$ cat src/rtl/goertzel_bin_scheduler_if.sv
// Sample-stream handshake between a sample source and goertzel_bin_scheduler.
//   s_valid : source has a sample word on s_x
//   s_ready : scheduler accepts the word on this cycle
//   s_x     : CHANELS packed samples, channel 0 in the LSBs
// master = sample source, slave = scheduler.
interface goertzel_bin_scheduler_if #(
  parameter int X_WIDTH = 16,
  parameter int CHANELS = 2
);
  logic                         s_valid;
  logic                         s_ready;
  logic [CHANELS*X_WIDTH-1:0]   s_x;

  modport master (output s_valid, output s_x, input s_ready);
  modport slave  (input s_valid, input s_x, output s_ready);
endinterface

$ cat src/rtl/goertzel_bin_scheduler.sv
// Frame-buffering sequencer for a single-bin serial Goertzel engine.
// Captures one frame of samples (FILL), then replays it to the engine once per
// frequency bin (RUN), with a one-cycle gap (DRAIN) per bin in which the engine
// result is tagged with its bin index.
// Ports:
//   clk, rstn            clock, synchronous active-low reset
//   s_if (slave)         sample stream: s_valid / s_ready / s_x
//   cfg_we, cfg_bin,
//   cfg_w_re, cfg_w_im   coefficient table write port
//   eng_valid, eng_x,
//   eng_w_re, eng_w_im   to engine valid_i / x / w_re / w_im
//   eng_valid_o          from engine valid_o
//   res_valid, res_bin,
//   res_last             result tag for the engine re/im outputs
//   busy                 high in RUN or DRAIN
//   seq_err              sticky: engine valid_o seen outside DRAIN
module goertzel_bin_scheduler #(
  parameter int X_WIDTH      = 16,
  parameter int W_WIDTH      = 16,
  parameter int CHANELS      = 2,
  parameter int FRAME_LENGTH = 64,
  parameter int N_BINS       = 4,
  localparam int BW = (N_BINS > 1) ? $clog2(N_BINS) : 1,
  localparam int XW = CHANELS * X_WIDTH
) (
  input  logic                      clk,
  input  logic                      rstn,
  goertzel_bin_scheduler_if.slave   s_if,
  input  logic                      cfg_we,
  input  logic [BW-1:0]             cfg_bin,
  input  logic signed [W_WIDTH-1:0] cfg_w_re,
  input  logic signed [W_WIDTH-1:0] cfg_w_im,
  output logic                      eng_valid,
  output logic [XW-1:0]             eng_x,
  output logic signed [W_WIDTH-1:0] eng_w_re,
  output logic signed [W_WIDTH-1:0] eng_w_im,
  input  logic                      eng_valid_o,
  output logic                      res_valid,
  output logic [BW-1:0]             res_bin,
  output logic                      res_last,
  output logic                      busy,
  output logic                      seq_err
);

  localparam int AW = $clog2(FRAME_LENGTH);

  localparam logic [1:0] FILL  = 2'd0;
  localparam logic [1:0] RUN   = 2'd1;
  localparam logic [1:0] DRAIN = 2'd2;

  localparam logic [AW-1:0] LAST_IDX = AW'(FRAME_LENGTH - 1);
  localparam logic [BW-1:0] LAST_BIN = BW'(N_BINS - 1);
  localparam logic [BW:0]   NUM_BIN  = (BW + 1)'(N_BINS);

  logic [1:0]                state;
  logic [AW-1:0]             wr_cnt;
  logic [AW-1:0]             rd_cnt;
  logic [BW-1:0]             bin;
  logic [BW-1:0]             nxt_bin;
  logic [XW-1:0]             buf_mem [FRAME_LENGTH];
  logic signed [W_WIDTH-1:0] tbl_re  [N_BINS];
  logic signed [W_WIDTH-1:0] tbl_im  [N_BINS];
  logic signed [W_WIDTH-1:0] act_re;
  logic signed [W_WIDTH-1:0] act_im;
  logic                      seq_err_r;
  logic                      fill_hs;
  logic                      cfg_hit;

  assign fill_hs = (state == FILL) && s_if.s_valid;
  // Out-of-range table addresses are dropped rather than aliased.
  assign cfg_hit = cfg_we && ({1'b0, cfg_bin} < NUM_BIN);
  assign nxt_bin = bin + BW'(1);

  // Sample buffer: data only, contents survive reset.
  always_ff @(posedge clk) begin
    if (fill_hs) begin
      buf_mem[wr_cnt] <= s_if.s_x;
    end
  end

  // Coefficient table. Loads into act_re/act_im read the pre-write value when
  // a write and a load hit the same entry in one cycle.
  always_ff @(posedge clk) begin
    if (!rstn) begin
      for (int i = 0; i < N_BINS; i++) begin
        tbl_re[i] <= '0;
        tbl_im[i] <= '0;
      end
    end else if (cfg_hit) begin
      tbl_re[cfg_bin] <= cfg_w_re;
      tbl_im[cfg_bin] <= cfg_w_im;
    end
  end

  // Sequencer: FILL -> (RUN -> DRAIN) x N_BINS -> FILL.
  always_ff @(posedge clk) begin
    if (!rstn) begin
      state     <= FILL;
      wr_cnt    <= '0;
      rd_cnt    <= '0;
      bin       <= '0;
      act_re    <= '0;
      act_im    <= '0;
      seq_err_r <= 1'b0;
    end else begin
      if (eng_valid_o && (state != DRAIN)) begin
        seq_err_r <= 1'b1;
      end
      case (state)
        FILL: begin
          if (s_if.s_valid) begin
            if (wr_cnt == LAST_IDX) begin
              wr_cnt <= '0;
              bin    <= '0;
              act_re <= tbl_re[0];
              act_im <= tbl_im[0];
              state  <= RUN;
            end else begin
              wr_cnt <= wr_cnt + AW'(1);
            end
          end
        end
        RUN: begin
          // No gaps: the engine counts valid cycles to find the frame end.
          if (rd_cnt == LAST_IDX) begin
            rd_cnt <= '0;
            state  <= DRAIN;
          end else begin
            rd_cnt <= rd_cnt + AW'(1);
          end
        end
        DRAIN: begin
          if (bin == LAST_BIN) begin
            state <= FILL;
          end else begin
            bin    <= nxt_bin;
            act_re <= tbl_re[nxt_bin];
            act_im <= tbl_im[nxt_bin];
            state  <= RUN;
          end
        end
        default: state <= FILL;
      endcase
    end
  end

  assign s_if.s_ready = (state == FILL);
  assign eng_valid    = (state == RUN);
  assign eng_x        = buf_mem[rd_cnt];
  assign eng_w_re     = act_re;
  assign eng_w_im     = act_im;
  assign res_valid    = (state == DRAIN) && eng_valid_o;
  assign res_bin      = bin;
  assign res_last     = res_valid && (bin == LAST_BIN);
  assign busy         = (state != FILL);
  assign seq_err      = seq_err_r;

endmodule

$ cat src/flat_wrapper.sv
// flat-port wrapper written by rule: the top's interface ports become plain ports
module goertzel_bin_scheduler_flat 
#(
  parameter int X_WIDTH      = 16,
  parameter int W_WIDTH      = 16,
  parameter int CHANELS      = 2,
  parameter int FRAME_LENGTH = 64,
  parameter int N_BINS       = 4,
  localparam int BW = (N_BINS > 1) ? $clog2(N_BINS) : 1,
  localparam int XW = CHANELS * X_WIDTH
)
  (clk, rstn, cfg_we, cfg_bin, cfg_w_re, cfg_w_im, eng_valid, eng_x, eng_w_re, eng_w_im, eng_valid_o, res_valid, res_bin, res_last, busy, seq_err, s_if_s_valid, s_if_s_x, s_if_s_ready);
  goertzel_bin_scheduler_if #(.X_WIDTH(X_WIDTH), .CHANELS(CHANELS)) s_if_i ();
  input  logic clk;
  input  logic rstn;
  input  logic cfg_we;
  input  logic [BW-1:0] cfg_bin;
  input  logic signed [W_WIDTH-1:0] cfg_w_re;
  input  logic signed [W_WIDTH-1:0] cfg_w_im;
  output logic eng_valid;
  output logic [XW-1:0] eng_x;
  output logic signed [W_WIDTH-1:0] eng_w_re;
  output logic signed [W_WIDTH-1:0] eng_w_im;
  input  logic eng_valid_o;
  output logic res_valid;
  output logic [BW-1:0] res_bin;
  output logic res_last;
  output logic busy;
  output logic seq_err;
  input wire logic [$bits(s_if_i.s_valid)-1:0] s_if_s_valid;
  input wire logic [$bits(s_if_i.s_x)-1:0] s_if_s_x;
  output wire logic [$bits(s_if_i.s_ready)-1:0] s_if_s_ready;
  assign s_if_i.s_valid = s_if_s_valid;
  assign s_if_i.s_x = s_if_s_x;
  assign s_if_s_ready = s_if_i.s_ready;
  goertzel_bin_scheduler #(.X_WIDTH(X_WIDTH), .W_WIDTH(W_WIDTH), .CHANELS(CHANELS), .FRAME_LENGTH(FRAME_LENGTH), .N_BINS(N_BINS)) u_core (.clk(clk), .rstn(rstn), .s_if(s_if_i), .cfg_we(cfg_we), .cfg_bin(cfg_bin), .cfg_w_re(cfg_w_re), .cfg_w_im(cfg_w_im), .eng_valid(eng_valid), .eng_x(eng_x), .eng_w_re(eng_w_re), .eng_w_im(eng_w_im), .eng_valid_o(eng_valid_o), .res_valid(res_valid), .res_bin(res_bin), .res_last(res_last), .busy(busy), .seq_err(seq_err));
endmodule
$ cat config.mk
export PLATFORM = sky130hd
export DESIGN_NAME = goertzel_bin_scheduler_flat
export DESIGN_NICKNAME = d
export VERILOG_FILES = /design/src/rtl/goertzel_bin_scheduler_if.sv /design/src/rtl/goertzel_bin_scheduler.sv /design/src/flat_wrapper.sv
export SDC_FILE = /design/constraint.sdc
export NUM_CORES = 2
export LEC_CHECK = 0
export CORE_MARGIN = 2
export CORE_UTILIZATION = 50
export CTS_CLUSTER_DIAMETER = 120
export DETAILED_ROUTE_END_ITERATION = 10
export GPL_ROUTABILITY_DRIVEN = 0
export PLACE_DENSITY = 0.77
export SKIP_LAST_GASP = 1
export SYNTH_ARGS = -nofsm -noshare
export SYNTH_HDL_FRONTEND = slang
export SYNTH_SLANG_ARGS = --single-unit
$ cat constraint.sdc
create_clock -name clk -period 10.6 [get_ports clk]
set_clock_uncertainty 0.2 [all_clocks]
set_input_delay 1.06 -clock clk [delete_from_list [all_inputs] [get_ports clk]]
set_output_delay 1.06 -clock clk [all_outputs]
set_load 0.01 [all_outputs]
==> impl_metrics.tcl <==
set metrics [dict create \
    grt_max_degree 149 \
    cts.htree.levels 4 \
    yosys.area_share.simple_pct 2.546 \
    p_leak_nw 29.06 \
    drt.antenna.violating_nets 0 \
    grt_pass1_vias 43460 \
    die_w_um 417.6 \
    fin_crit_sh_pct 68.29 \
    timing.rr.end "u_core.buf_mem[18][18]" \
    cp_slowest_cell "dfxtp_4" \
    place_hpwl_um 108600 \
    muxShareOfSynthArea_pct 16.10 \
    total_power_w 0.01750 \
    final_layout_size_suffix_gt1_share_pct 26.63 \
    cp_max_fo 46 \
    postCtsHoldBufs 0 \
    syn_to_final_growth_pct 13.09 \
    hold_path.class "reg -> reg" \
    drt_iter0_drc 6551 \
    io_buffers 142 \
    fin_crit_ns 7.238 \
    nets 4191 \
    r2r-start "u_core.state[0]" \
    cts.sinks 2231 \
    worst-setup-path-type "reg -> out" \
    tightest_slew_ns 1.444 \
    hold_end "u_core.eng_w_re[4]" \
    cts-root-buf "clkbuf_16" \
    fillers 11670 \
    clockBufferDepth 3 \
    fmax_ghz 0.1382 \
    cts_setup_buffers 0 \
    grt_setup_unrepaired "false" \
    power.density_nw_per_um2 180.8 \
    ys.flop_type "edfxtp_1" \
    grt_usage_pct 25.60 \
    ios 143 \
    status "complete, no violations" \
    yosysWarnings 0 \
    totalWireLength_um 222500 \
    numCtsBuffers 207 \
    cap_violations 0 \
    cp_slowest_stage_delay_ns 1.03 \
    drv_slew 0 \
    clk_pin_slew_ns 0.07 \
    synth.avg_cell_area_um2 22.15 \
    holdWs_ns 0.2575 \
    post_drt_wl_per_cell_um 34.20 \
    overflow 0 \
    reg2reg_slack_ns 6.87 \
    coreArea_um2 169700 \
    critPathCaptureType "output port" \
    yosys.area_share.adder_pct 0.04388 \
    die_h_um 417.6 \
    final_common_cell "edfxtp_1" \
    final.setup.tns_ns 0 \
    vias 42980 \
    drc 0 \
    syn-num-nets 3937 \
    synth.distinct_cells 51 \
    final_cell_mix "2176 x edfxtp_1, 569 x mux4_2, 209 x clkbuf_16" \
    synth-compound-area-share_pct 2.299 \
    antenna_found_initial 10 \
    synth_top_family_by_area "multiplexers" \
    ctsResizeCount 0 \
    worstPathRequired_ns 9.34 \
    r2r.worst_path.cells 5 \
    rows 151 \
    hp-start "u_core.eng_w_re[4]" \
    vias_per_cell 6.604 \
    syn-cell-area_um2 85550 \
    setup_viol 0 \
    clk_latency_ns 0.86 \
    grt_first_pass_wirelength_um 316500 \
    finalHoldViolCount 0 \
    synth_edf_count 2176 \
    startpoint_type "register" \
    worstHoldPathCells 2 \
    relSlewSlack_pct 3.728 \
    syn_inst 3863 \
    yosysSeqAreaShare_pct 77.67 \
    synth-async-reset-ratio_pct 0 \
    firstDrtPassIters 6 \
    ir_drop_v 0.0001883 \
    initial_core_util_pct 50.42 \
    die_area_um2 174400 \
    synth-seq-cells 2231 \
    critPathArrivalTime_ns 5.98 \
    crit_chain "buf_4 -> buf_4 -> mux4_2 -> o22ai_1 -> nor2_1 -> a21oi_1 -> nor2_1 -> clkdlybuf4s50_1" \
    synthXorXnorAreaFrac_pct 0.06143 \
    cts_tree "done" \
]
==> where the power goes <==
group	total, W	switching, W	internal (W)	leakage, nW
registers	0.00976	0.0000197	0.00974	20.1
clock network	0.00739	0.00327	0.00412	3.24
logic	0.000349	0.000264	0.0000853	5.70
total	0.0175	0.00355	0.0139	29.1
==> state kept, by name, indices dropped and copies added, names as in the netlist, named ones only <==
| name | count |
|---|---|
| u_core.eng_w_im | 16 |
| u_core.buf_mem | 2048 |
| u_core.rd_cnt | 6 |
| u_core.res_bin | 2 |
| u_core.wr_cnt | 6 |
| u_core.state | 2 |
| u_core.tbl_im | 64 |
| u_core.tbl_re | 64 |
| u_core.eng_w_re | 16 |
| u_core.seq_err | 1 |
==> routing by layer <==
metal | global-route usage, % | share of wire [%] | wire length, um | vias to the layer above
li1 | - | - | - | 16750
met1 | 33.64 | 35 | 77770 | 22420
met2 | 40.16 | 48 | 105900 | 3251
met3 | 6.434 | 12 | 26500 | 545
met4 | 12.79 | 5.5 | 12320 | 10
met5 | 0 | 0.033 | 73 | -
==> area by class of cell <==
class	instances	area [um^2]	area share, %
Inverter	7	26.28	0.02716
Tap cell	2218	2775	2.868
Timing Repair Buffer	267	2282	2.359
Antenna cell	4	10.01	0.01035
Multi-Input combinational cell	1403	18520	19.15
Clock buffer	254	5399	5.580
Clock inverter	123	1270	1.313
Sequential cell	2231	66460	68.69
==> worst max path at each step <==
stage | end
after floorplan | u_core.buf_mem[56][0]
final | eng_x[23]
after CTS | eng_x[23]
after detailed placement | eng_x[21]
after global routing | eng_x[23]
after global placement | eng_x[21]
==> worst max-delay path, delay by kind of cell (launching register included) <==
family | cells | cell delay (ns)
buf+inv | 3 | 1.99
compound gates | 2 | 1.21
mux | 1 | 0.42
simple gates | 2 | 0.37
flops | 1 | 1.03
==> cells in the mapped netlist (all sizes together), types with 5 or more instances <==
library cell | number | area, um^2
edfxtp | 2176 | 65340
mux4 | 569 | 12810
nor2 | 130 | 488.0
o22ai | 121 | 763.2
clkbuf | 112 | 420.4
buf | 110 | 651.9
and2 | 104 | 650.6
nand2 | 91 | 341.6
mux2i | 56 | 560.5
a21oi | 55 | 275.3
dfxtp | 55 | 1101
mux2 | 35 | 394.1
a21boi | 34 | 255.2
and3 | 33 | 206.5
o211ai | 30 | 225.2
o221ai | 24 | 210.2
nor3 | 16 | 80.08
nand2b | 14 | 87.58
nand3 | 12 | 60.06
nor2b | 11 | 68.82
a221oi | 7 | 61.31
inv | 7 | 26.28
o21ai | 7 | 35.03
nand3b | 6 | 45.04
a211oi | 5 | 37.54
nand4 | 5 | 31.28
xnor2 | 5 | 43.79
==> metrics by stage <==
step / setup WS, ns / instances / utilization (%) / instance area (um^2)
global route: 3.200 / 6504 / 57.02 / 96740
floorplan: 5.033 / 3863 / - / 85550
CTS: 3.660 / 6503 / 57.02 / 96740
global placement: 4.635 / 6126 / 53.09 / 90070
finish: 3.362 / 6507 / 57.02 / 96750
detailed placement: 4.632 / 6126 / 53.09 / 90070
==> cells by family after synthesis <==
logic type / after synthesis
DFF: 2231
muxes: 660
and+or+nand+nor: 438
AOI/OAI and AO/OA: 296
buffers and inverters: 229
xor gates and xnor gates: 6
adders and majority gates: 3
Power figures use the tool's default switching activity.
